<file path="src/rtl/led_uart_tx.sv">
// Purpose: watch the processor LED/result word and print each new value on a UART as 8 hex digits + CR LF.
// Latency: a change sampled at edge k drives the start bit after edge k+1 when idle; a frame is 100*DIV cycles.
// Backpressure: one value is buffered while a frame is in flight; newer values replace it and bump w_drop.
`timescale 1ns/1ps
module led_uart_tx #(
  parameter int DIV = 868
) (
  input  logic        w_clk,
  input  logic        w_rst,
  input  logic        w_ce,
  input  logic [31:0] w_din,
  output logic        w_txd,
  output logic        w_busy,
  output logic [7:0]  w_drop
);

  localparam logic [1:0]  S_IDLE    = 2'd0;
  localparam logic [1:0]  S_START   = 2'd1;
  localparam logic [1:0]  S_DATA    = 2'd2;
  localparam logic [1:0]  S_STOP    = 2'd3;
  localparam logic [15:0] BAUD_LAST = 16'(DIV - 1);
  localparam logic [3:0]  LAST_CHAR = 4'd9;

  logic [1:0]  state;
  logic [31:0] last_seen;
  logic [31:0] pend_val;
  logic        pend;
  logic [31:0] frame_word;
  logic [3:0]  char_idx;
  logic [2:0]  bit_idx;
  logic [7:0]  chr;
  logic [15:0] baud;
  logic        txd;
  logic [7:0]  drop;

  logic change;
  logic consume;
  logic baud_done;

  // Map a nibble to its uppercase ASCII hex digit.
  function automatic logic [7:0] hex_ascii(input logic [3:0] n);
    if (n < 4'd10) hex_ascii = 8'h30 + {4'h0, n};
    else           hex_ascii = 8'h37 + {4'h0, n};
  endfunction

  // Character idx of the frame: eight hex digits MSB nibble first, then CR, LF.
  function automatic logic [7:0] frame_char(input logic [31:0] w, input logic [3:0] idx);
    case (idx)
      4'd0:    frame_char = hex_ascii(w[31:28]);
      4'd1:    frame_char = hex_ascii(w[27:24]);
      4'd2:    frame_char = hex_ascii(w[23:20]);
      4'd3:    frame_char = hex_ascii(w[19:16]);
      4'd4:    frame_char = hex_ascii(w[15:12]);
      4'd5:    frame_char = hex_ascii(w[11:8]);
      4'd6:    frame_char = hex_ascii(w[7:4]);
      4'd7:    frame_char = hex_ascii(w[3:0]);
      4'd8:    frame_char = 8'h0D;
      default: frame_char = 8'h0A;
    endcase
  endfunction

  assign change    = w_ce && (w_din != last_seen);
  assign consume   = (state == S_IDLE) && pend;
  assign baud_done = (baud == BAUD_LAST);

  // Change detection and the single-entry pending buffer with saturating drop count.
  always_ff @(posedge w_clk) begin
    if (w_rst) begin
      last_seen <= 32'h0;
      pend_val  <= 32'h0;
      pend      <= 1'b0;
      drop      <= 8'h00;
    end else if (change) begin
      last_seen <= w_din;
      pend_val  <= w_din;
      pend      <= 1'b1;
      // A value still waiting (and not being taken this edge) is lost.
      if (pend && !consume && (drop != 8'hFF)) drop <= drop + 8'd1;
    end else if (consume) begin
      pend <= 1'b0;
    end
  end

  // Transmit FSM: start bit, 8 data bits LSB first, stop bit, chained over 10 chars.
  always_ff @(posedge w_clk) begin
    if (w_rst) begin
      state      <= S_IDLE;
      frame_word <= 32'h0;
      char_idx   <= 4'd0;
      bit_idx    <= 3'd0;
      chr        <= 8'h00;
      baud       <= 16'd0;
      txd        <= 1'b1;
    end else begin
      case (state)
        S_IDLE: begin
          baud <= 16'd0;
          txd  <= 1'b1;
          if (pend) begin
            frame_word <= pend_val;
            char_idx   <= 4'd0;
            chr        <= frame_char(pend_val, 4'd0);
            txd        <= 1'b0;
            state      <= S_START;
          end
        end
        S_START: begin
          if (baud_done) begin
            baud    <= 16'd0;
            bit_idx <= 3'd0;
            txd     <= chr[0];
            chr     <= {1'b0, chr[7:1]};
            state   <= S_DATA;
          end else begin
            baud <= baud + 16'd1;
          end
        end
        S_DATA: begin
          if (baud_done) begin
            baud <= 16'd0;
            if (bit_idx == 3'd7) begin
              txd   <= 1'b1;
              state <= S_STOP;
            end else begin
              bit_idx <= bit_idx + 3'd1;
              txd     <= chr[0];
              chr     <= {1'b0, chr[7:1]};
            end
          end else begin
            baud <= baud + 16'd1;
          end
        end
        default: begin
          if (baud_done) begin
            baud <= 16'd0;
            if (char_idx < LAST_CHAR) begin
              // Next char follows immediately: its start bit replaces this stop bit.
              char_idx <= char_idx + 4'd1;
              chr      <= frame_char(frame_word, char_idx + 4'd1);
              txd      <= 1'b0;
              state    <= S_START;
            end else begin
              state <= S_IDLE;
            end
          end else begin
            baud <= baud + 16'd1;
          end
        end
      endcase
    end
  end

  assign w_txd  = txd;
  assign w_busy = (state != S_IDLE);
  assign w_drop = drop;

endmodule

</file>
<file path="config.mk">
export PLATFORM = sky130hd
export DESIGN_NAME = led_uart_tx
export DESIGN_NICKNAME = d
export VERILOG_FILES = /design/src/rtl/led_uart_tx.sv
export SDC_FILE = /design/constraint.sdc
export NUM_CORES = 1
export LEC_CHECK = 0
export CAP_MARGIN = 20
export CORE_MARGIN = 3
export CORE_UTILIZATION = 33
export CTS_BUF_LIST = sky130_fd_sc_hd__clkbuf_2 sky130_fd_sc_hd__clkbuf_4 sky130_fd_sc_hd__clkbuf_8
export DETAILED_ROUTE_END_ITERATION = 16
export GPL_TIMING_DRIVEN = 0
export PLACE_DENSITY_LB_ADDON = 0.3
export RECOVER_POWER = 50
export SLEW_MARGIN = 15
export SYNTH_ARGS = -nofsm -noshare
export SYNTH_HDL_FRONTEND = slang
export SYNTH_SLANG_ARGS = --single-unit
</file>
<file path="constraint.sdc">
create_clock -name w_clk -period 5.1 [get_ports w_clk]
set_input_delay 1.275 -clock w_clk [delete_from_list [all_inputs] [get_ports w_clk]]
set_output_delay 1.275 -clock w_clk [all_outputs]
set_load 0.02 [all_outputs]
</file>
## Word-level counts from Yosys, hierarchy flattened

Index checks and enable logic that the tools add are counted.

- Flip-flop bits (word level): 107
- Word-level logic and storage cells: 125

- $add $sub $neg: 22
- Magnitude comparators: 10
- Equal/unequal tests: 19
- Mux-type cells: 41
- Bitwise operators: 1
- Reductions and logical operators: 22

Operators with widths:

| kind | count |
|---|---|
| $add 6x4->7 const A | 18 |
| $pmux 8 s9 | 1 |
| $mux 7 | 9 |
| $mux 8 | 6 |
| $lt 4x4->1 const B | 10 |
| $ne 32x32->1 | 1 |
| $pmux 8 s3 | 1 |
| $add 16x1->16 const B | 1 |
| $eq 16x10->1 const B | 1 |
| $eq 4x3->1 const B | 4 |
| $mux 4 | 3 |
| $reduce_and 4->1 | 3 |
| $mux 2 | 5 |
| $ne 2x2->1 const B | 5 |
| $reduce_bool 2->1 | 5 |
| $mux 1 | 9 |
| $mux 3 | 3 |
| $add 8x1->8 const B | 1 |
| $eq 4x2->1 const B | 2 |
| $ne 8x8->1 const B | 1 |
| $pmux 4 s2 | 1 |
| $pmux 2 s3 | 1 |
| $pmux 3 s2 | 1 |
| $reduce_and 6->1 | 1 |
| 18 further kinds | 22 |

## Longest topological paths before layout

Gate-level depths: netlist of run 1.

- Word-level depth: 6
- Mapped depth: 9
- Gate-level depth less buffers: 8

## Worst setup path after synthesis of run 1

OpenSTA, ideal clock, no wires.

- Path kind: input to register
- Start: in w_din[11]
- End: reg pend_val[14]
- Library setup time: 128 ps
- Data arrival time: 2899 ps
- Path slack: 2073 ps
- Cell stages on the path: 8
- Cells stage by stage: xor2_1 -> nor4_1 -> nand4_1 -> o21ai_1 -> buf_2 -> buf_2 -> mux2i_1 -> nor2_1

- Cells in the longest elaborated chain, start to end: 2

RTL lines:

| what | line | RTL |
|---|---|---|
| start, declared | 11 | `input logic [31:0] w_din,` |
| $ne 32x32->1 | 62 | `assign change = w_ce && (w_din != last_seen);` |
| $logic_and 1x1->1 | 62 |  |
| end signal, assigned | 75 | `pend_val <= w_din;` |
| end, declared | 26 | `logic [31:0] pend_val;` |

No other way between the ends.
A chain may end at the register's enable or synchronous reset.

## Final worst setup path of run 1

- Start: in w_din[2]
- End: reg pend_val[31]

The elaborated chain is that of the path after synthesis.

==> results of run 1 <==
-- cell usage after synthesis, drive strengths merged, types with 13 or more instances --
cell type,n
ha,22
nor2,76
nand3,15
mux2i,35
xnor2,13
dfxtp,106
nor2b,14
a21oi,68
o21ai,43
nand2,117
inv,31
clkbuf,29
xor2,39
nor3,14
-- worst register-to-register path: cells and delay by family (launching register included) --
family	cells	cell delay, ns
muxes	1	0.23
buffers and inverters	3	1.16
DFF	1	0.32
AOI/OAI and AO/OA	1	0.70
xor gates and xnor gates	1	0.13
and+or+nand+nor	3	0.53
-- power breakdown --
part           internal, mW  switching (mW)
logic                 0.241           0.393
clock network         0.281           0.316
registers             0.889          0.0594
-- registers in the layout (all words and copies together), names as in the netlist, 2 cells and up --
register / cells
frame_word: 32
pend_val: 32
baud: 16
w_drop: 8
chr: 7
char_idx: 4
bit_idx: 3
state: 2
-- final cells by class --
cell class,instances,area (sq um),share of cell area
Buffer,36,171,0.0248
Clock buffer,9,124,0.0179
Clock inverter,6,101,0.0147
Inverter,32,120,0.0174
Multi-Input combinational cell,582,3550,0.514
Sequential cell,106,2120,0.307
Tap cell,225,282,0.0407
Timing Repair Buffer,44,440,0.0637
-- final timing paths --
path	start	endpoint	slack, ns	cells after the start
worst max-delay path	w_din[2]	pend_val[31]	1.03	9
worst min-delay path	baud[0]	baud[0]	0.47	1
worst max register to register	pend_val[30]	pend_val[31]	1.90	9
worst min register to register	baud[0]	baud[0]	0.47	1
-- placed cells by master, fill, tap and decap left out, types with 28 or more instances in the layout --
cell,instances
dfxtp_1,106
clkdlybuf4s50_1,34
clkbuf_1,28
o21ai_0,42
mux2i_1,35
xor2_1,39
nor2_1,76
inv_1,31
nand2_1,116
a21oi_1,68
-- kinds of logic (layout without fill, tap and decap cells) --
logic type / count (synthesis) / in the layout / share of synthesized area
AOI/OAI and AO/OA: 178 / 178 / 0.185
muxes: 38 / 38 / 0.0640
and+or+nand+nor: 292 / 292 / 0.224
buffers and inverters: 68 / 127 / 0.0521
xor gates and xnor gates: 52 / 52 / 0.0759
adders and majority gates: 22 / 22 / 0.0459
DFF: 106 / 106 / 0.354
-- routing by layer --
metal,GRT usage,vias to the layer above,routed length (microns)
li1,-,2748,-
met1,0.222,2556,7780
met2,0.263,111,7270
met3,0.0349,21,659
met4,0.0520,0,327
met5,0,-,0
==> results.md, run 1 <==
* Status: complete, no violations
* Wire per inst at 15.4 microns
* Via count at 5,436
* Tcrit/Tclk final at 0.797
* Clock sink count at 106
* Hold slack at 0.466 ns
* Crit path time final at 4.07 ns
* Sequential-to-total area share from yosys stat at 0.354
* Hold Crit Class: flop to flop
* Post_cts resized at 0
* Clk slew on worst S/H paths at 0.10 ns
* Width of the die at 141 microns
* Worst setup path class: primary input to flop
* Crit-path most repeated cell: buf_2
* H-tree Lvls at 3
* Global-route wire length before repair at 26.3 mm
* Endpoints failing setup at 0
* Dpl hpwl at 12.3 mm
* Post-DR vias/cell at 5.23
* Clk_lat worst skew at 0.40 ns
* Setup TNS at 0 ns
* Ant. Diodes at 0
* Leak at 2.45 nW
* FILL cells at 1,877
* RSZ-0062 raised after global routing: false
* Avg Cell Area, Syn at 7.94 sq um
* Finished Core Util at 0.394
* Initial Utilization at 0.342
* Clock tree buffer depth at 2
* Site row count at 48
* Port bufs at 44
* Total grt overflow at 0
* Setup Fix Bufs, Post-CTS at 0
* Vias in the first global route at 5,190
* Skew final at 0.0186 ns
* GRT Total Usage at 0.164
* WP buf/inv at 3
* Post-Layout Cell Count at 1,040
* Synth area leaders: dfxtp_1, nand2_1, mux2i_1, xor2_1, a21oi_1
* Yosys reg bits at 106
* Placed Area at 6720 sq um
* Syn Inst Count at 756
* Synth cell types at 66
* Final net count at 868
* Crit start category: primary input
* CTS tree: yes
* Post-Place Setup Slack at 0.613 ns
* Synth async-reset ratio at 0
* Full die area at 19,800 sq um
* Initial antenna violation count at 0
* Net Count, Synth at 813
* Min setup slack post-route at 1.03 ns
* Max Cap Violations at 0
* Syn Std Cell Area at 6000 sq um
* Worst path cell trace: clkdlybuf4s50_1 > xor2_1 > nor4_1 > nand4_1 > o21ai_1 > buf_2 > buf_2 > mux2i_1 > nor2_1
* Cell at the root of the clock tree: clkbuf_8
* Max-slew headroom at 0.415
* Number of synthesized flops with an enable pin at 0
* CP Capture Type: flop
* Largest net degree at the start of global routing at 19
* Tot Pwr at 2.18 mW
* Yosys warning count at 0
* GP Congestion at 0.894
* Drt initial violations at 393
* First-pass iteration count of the detailed router at 5
* Final ANT Viol Nets at 0
* Max rail drop VDD at 0.177 mV
* Fin. Hold Viols at 0
* Layout cell share with drive strength beyond 1 at 0.0466
* Area growth from synthesis to final layout at 15.2%
* Pwr dens at 315 nW/um^2
* I/O pin total at 45
* Main synth FF type: dfxtp_1
* Top delay family on crit path: buffers and inverters
* Core Footprint at 17,500 sq um
* Hold buffers post-CTS at 0
* Drt total wl at 16.0 mm
* Post-route cell area at 6910 sq um
* Slew Viols, Final at 0
* CTS Buf Count at 9
* Leading area contributor after synthesis: dfxtp_1
* Worst endpoint required time at 5.37 ns
* CP arrival at 4.33 ns
* Placed insts at 1,025
* Worst-Margin Slew at 0.870 ns
* Drc violations at 0
* Max frequency at 246 MHz
* Yosys top cell area share at 0.354
* Critical path peak fanout at 10
* CP max-delay cell: o21ai_1
* Worst path max stage delay at 0.71 ns
* Die H at 141 microns
Note: power is estimated with default switching activity, not from simulation.
==> run 2, diff against run 1 <==
- clock period: 5.1 -> 3.7 ns (I/O delays scaled with it)
==> run 2 against run 1 <==
Against the previous run: count of clock-buffer cells in the layout did not move; total power up 38%; sequential share of layout area is 0.11 points lower; clock skew shrank 0.0026 ns; hold slack hardly changed; sequential power increased by 38%; flip-flop and latch count is the same; setup slack got worse by 0.81 ns; largest power group unchanged.
==> results.md, run 2 (synthesis results as in run 1) <==
* Tcrit/Tclk final at 0.939
* I/O pin total at 45
* Max rail drop VDD at 0.244 mV
* Clk_lat worst skew at 0.40 ns
* Post-DR vias/cell at 5.20
* Post-Place Setup Slack at -0.437 ns
* Post-route cell area at 6940 sq um
* Worst path max stage delay at 0.48 ns
* Site row count at 48
* Total grt overflow at 0
* Worst endpoint required time at 3.97 ns
* Clock Power Share at 0.273
* Clk slew on worst S/H paths at 0.10 ns
* Area growth from synthesis to final layout at 15.6%
* Skew final at 0.0160 ns
* P_sw at 1.06 mW
* Setup Fix Bufs, Post-CTS at 0
* Commonest non-fill, non-tap cells in the layout: nand2_1, dfxtp_1, nor2_1
* Worst-Margin Slew at 0.876 ns
* Slew Viols, Final at 0
* Full die area at 19,800 sq um
* Drt total wl at 16.0 mm
* Initial Utilization at 0.342
* CP arrival at 3.74 ns
* CTS Buf Count at 9
* Clock tree buffer depth at 2
* Cell at the root of the clock tree: clkbuf_8
* RSZ-0062 raised after global routing: false
* Largest net degree at the start of global routing at 19
* Worst setup path class: primary input to flop
* Width of the die at 141 microns
* Crit-path most repeated cell: buf_2
* Final ANT Viol Nets at 0
* Max-slew headroom at 0.411
* Max Cap Violations at 0
* Pwr dens at 434 nW/um^2
* Min setup slack post-route at 0.225 ns
* Crit path time final at 3.47 ns
* Drc violations at 0
* Hold slack at 0.466 ns
* Via count at 5,405
* Endpoints failing setup at 0
* Layout cell share with drive strength beyond 1 at 0.0503
* Met2 Track Usage GR at 0.263
* CP max-delay cell: nor4_1
* Wire per inst at 15.4 microns
* Hold Crit Class: flop to flop
* Commonest non-fill, non-tap cell in the layout: nand2_1
* Max frequency at 288 MHz
* Largest registers: frame_word: 32 flops, pend_val: 32 flops, baud: 16 flops
* Drt initial violations at 377
* Leak at 2.46 nW
* Core Footprint at 17,500 sq um
* Fin. Hold Viols at 0
* Clock sink count at 106
* Sw frac at 0.353
* Vias in the first global route at 5,190
* CTS tree: yes
* Global-route wire length before repair at 26.3 mm
* Met3 Resource Use GR at 0.0349
* Dpl hpwl at 12.3 mm
* Ant. Diodes at 0
* Die H at 141 microns
* Logic pwr share at 0.294
* Final net count at 868
* GRT Total Usage at 0.164
* Met1 Use GR at 0.222
* First-pass iteration count of the detailed router at 6
* Port bufs at 44
* Placed Area at 6720 sq um
* H-tree Lvls at 3
* Worst path cell trace: clkdlybuf4s50_1 > xor2_1 > nor4_1 > nand4_1 > o21ai_2 > buf_2 > buf_2 > mux2i_1 > nor2_1
* Critical path peak fanout at 10
* CP Capture Type: flop
* Hold buffers post-CTS at 0
* Power share of the sequential group at 0.434
* Most Crowded Layer GR: met2
* Int Pwr at 1.95 mW
* Finished Core Util at 0.396
* Crit start category: primary input
* Status: complete, no violations
* Initial antenna violation count at 0
* GP Congestion at 0.894
[run 2: layout make-up]
type                    count  area (sq um)
fillers                  1873         10600
multi-input cells         582          3570
repair buffers             44           440
inverters                  32           120
clock buffers               9           124
clock inverters             6           101
well taps                 225           282
plain buffers              36           181
flip-flops and latches    106          2120
[run 2: power groups by stage]
stage / registers, mW / clock network [mW] / logic (mW)
after floorplan: 1.31 / 0 / 0.620
after global placement: 1.33 / 0 / 0.887
after detailed placement: 1.33 / 0 / 0.890
after CTS: 1.31 / 0.848 / 0.892
after global routing: 1.32 / 0.881 / 0.997
final: 1.31 / 0.821 / 0.885
[run 2: worst paths after layout]
kind	startpoint	endpoint	slack, ns	depth (start not counted)
setup / recovery	w_din[2]	pend_val[31]	0.23	9
hold / removal	baud[0]	baud[0]	0.47	1
setup reg to reg	pend_val[30]	pend_val[31]	0.74	9
hold reg to reg	baud[0]	baud[0]	0.47	1
[run 2: timing repair]
item / 4_1_cts / 5_1_grt
endpoints found under the setup margin: 0 / 9
endpoints found under the hold margin: 0 / 0
resized for setup: 0 / 1
[run 2: stage by stage]
step / setup TNS [ns] / std cells / power (mW)
2_1_floorplan: 0 / 756 / 1.93
3_3_place_gp: -6.08 / 1025 / 2.22
3_5_place_dp: -6.06 / 1025 / 2.22
4_1_cts: 0 / 1040 / 3.05
5_1_grt: 0 / 1040 / 3.20
6_report: 0 / 1040 / 3.01
[run 2: worst max-delay path, delay by kind of cell]
kind            cells  cell delay (ns)
compound gates      1             0.48
mux                 1             0.23
simple gates        3             0.71
buf+inv             3             1.20
xor+xnor            1             0.19
[run 2: metal layers]
layer | up-vias | routed length, microns
met4 | 0 | 326
met2 | 108 | 7240
met5 | - | 0
met3 | 20 | 676
met1 | 2529 | 7750
li1 | 2748 | -
==> run 3, diff against run 2 <==
- ABC_CLOCK_PERIOD_IN_PS: default -> 3700
- CORE_UTILIZATION: 33 -> 48
- REMOVE_ABC_BUFFERS: default -> 1
==> run 3 against run 2 <==
Against the previous run: total power is 5.0% lower; first-iteration DRC count fell by 5.8%; sequential power hardly changed; setup slack improved by 0.096 ns; largest power group unchanged.
==> results.md, run 3 (synthesis results as in run 1) <==
* H-tree Lvls at 3
* Setup Fix Bufs, Post-CTS at 0
* Clk_lat worst skew at 0.39 ns
* Drt total wl at 13.8 mm
* Global-route wire length before repair at 23.3 mm
* Max Cap Violations at 0
* Endpoints failing setup at 0
* Crit path from: state[0]
* CTS Buf Count at 9
* Drc violations at 0
* Post_cts resized at 0
* Worst setup path class: flop to output port
* Hold Crit Start: baud[0]
* Finished Core Util at 0.558
* Largest registers: frame_word: 32 flops, pend_val: 32 flops, baud: 16 flops
* Full die area at 13,900 sq um
* Worst endpoint required time at 2.77 ns
* Clk slew on worst S/H paths at 0.10 ns
* Cell at the root of the clock tree: clkbuf_8
* Post-route cell area at 6760 sq um
* Drt initial violations at 355
* Largest net degree at the start of global routing at 56
* Leak at 2.40 nW
* I/O pin total at 45
* Layout cell share with drive strength beyond 1 at 0.0485
* Vias in the first global route at 4,942
* Max frequency at 296 MHz
* FILL cells at 1,189
* Via count at 5,311
* Clock sink count at 106
* Skew final at 0.0166 ns
* Wire per inst at 14.5 microns
* Fin. Hold Viols at 0
* Hold Crit Class: flop to flop
* GRT Total Usage at 0.202
* CP Capture Type: output port
* Width of the die at 118 microns
* Reg2Reg Launch Point: char_idx[0]
* Dpl hpwl at 10.2 mm
* RSZ-0062 raised after global routing: false
* Crit start category: flop
* Port bufs at 44
* Worst-Margin Slew at 1.15 ns
* Commonest non-fill, non-tap cell in the layout: nand2_1
* Initial antenna violation count at 0
* Met1 Use GR at 0.261
* Final ANT Viol Nets at 0
* First-pass iteration count of the detailed router at 5
* Crit path time final at 3.38 ns
* Critical path peak fanout at 15
* Final net count at 836
* Clock tree buffer depth at 2
* Reg-to-reg setup timing slack at 0.83 ns
* Placed Area at 6540 sq um
* Hold slack at 0.473 ns
* Most Crowded Layer GR: met2
* Worst reg2reg path depth at 7
* Met3 Resource Use GR at 0.0505
* GP Congestion at 0.843
* CTS tree: yes
* Critical Path End: w_busy
* Reg2reg end: chr[6]
* Core Footprint at 12,100 sq um
* Total grt overflow at 0
* Ant. Diodes at 0
* Area growth from synthesis to final layout at 12.6%
* Hold buffers post-CTS at 0
* Max-slew headroom at 0.228
* Status: complete, no violations
* Met2 Track Usage GR at 0.335
* Slew Viols, Final at 0
* Post-DR vias/cell at 5.58
* Pwr dens at 424 nW/um^2
* Die H at 118 microns
* CP arrival at 2.45 ns
* Max rail drop VDD at 0.297 mV
* Site row count at 40
* Commonest non-fill, non-tap cells in the layout: nand2_1, dfxtp_1, nor2_1
* Initial Utilization at 0.495
* Tcrit/Tclk final at 0.913
==> run 3: cell types whose count changed in the layout (fill, tap and decap cells not counted), sizes merged <==
cell / delta
buf: -1
bufinv: -1
clkbuf: -29
clkdlybuf4s50: +2
clkinvlp: +1
dlygate4sd3: -3
==> run 3: report_power, final <==
group / switching, mW / internal, mW
sequential: 0.0824 / 1.22
combinational: 0.503 / 0.312
clock: 0.408 / 0.331
==> run 3: worst min-delay path by stage <==
stage	end	slack (ns)	depth (start not counted)
6_report	baud[0]	0.47	1
4_1_cts	baud[0]	0.47	1
3_5_place_dp	baud[0]	0.45	1
2_1_floorplan	baud[0]	0.43	1
5_1_grt	baud[0]	0.50	1
3_3_place_gp	baud[0]	0.44	1
==> run 3: cell type report <==
type | instances | area [sq um] | share of cell area
Sequential cell | 106 | 2120 | 0.314
Multi-Input combinational cell | 582 | 3570 | 0.529
Timing Repair Buffer | 48 | 528 | 0.0781
Inverter | 32 | 120 | 0.0178
Clock inverter | 6 | 63.8 | 0.00944
Clock buffer | 10 | 138 | 0.0204
Tap cell | 168 | 210 | 0.0311
==> run 3: stage by stage <==
step	std cells	power [mW]	worst slack (ns)	TNS, ns
5_1_grt	952	3.05	0.170	0
3_3_place_gp	932	2.10	-2.78	-130.40
2_1_floorplan	720	1.88	-0.980	-29.01
3_5_place_dp	935	2.14	0.0364	0
6_report	952	2.86	0.321	0
4_1_cts	951	2.88	0.300	0
==> run 3: per-layer routing <==
metal	up-vias	share of wire
li1	2681	-
met1	2489	0.46
met2	125	0.48
met3	16	0.049
met4	0	0.013
met5	-	0
==> run 3: worst max-delay path: stages (launching register included) <==
cell             delay, ns
dfxtp_1               0.35
inv_1                 0.09
ha_1                  0.51
clkinv_1              0.45
clkdlybuf4s50_1       0.65
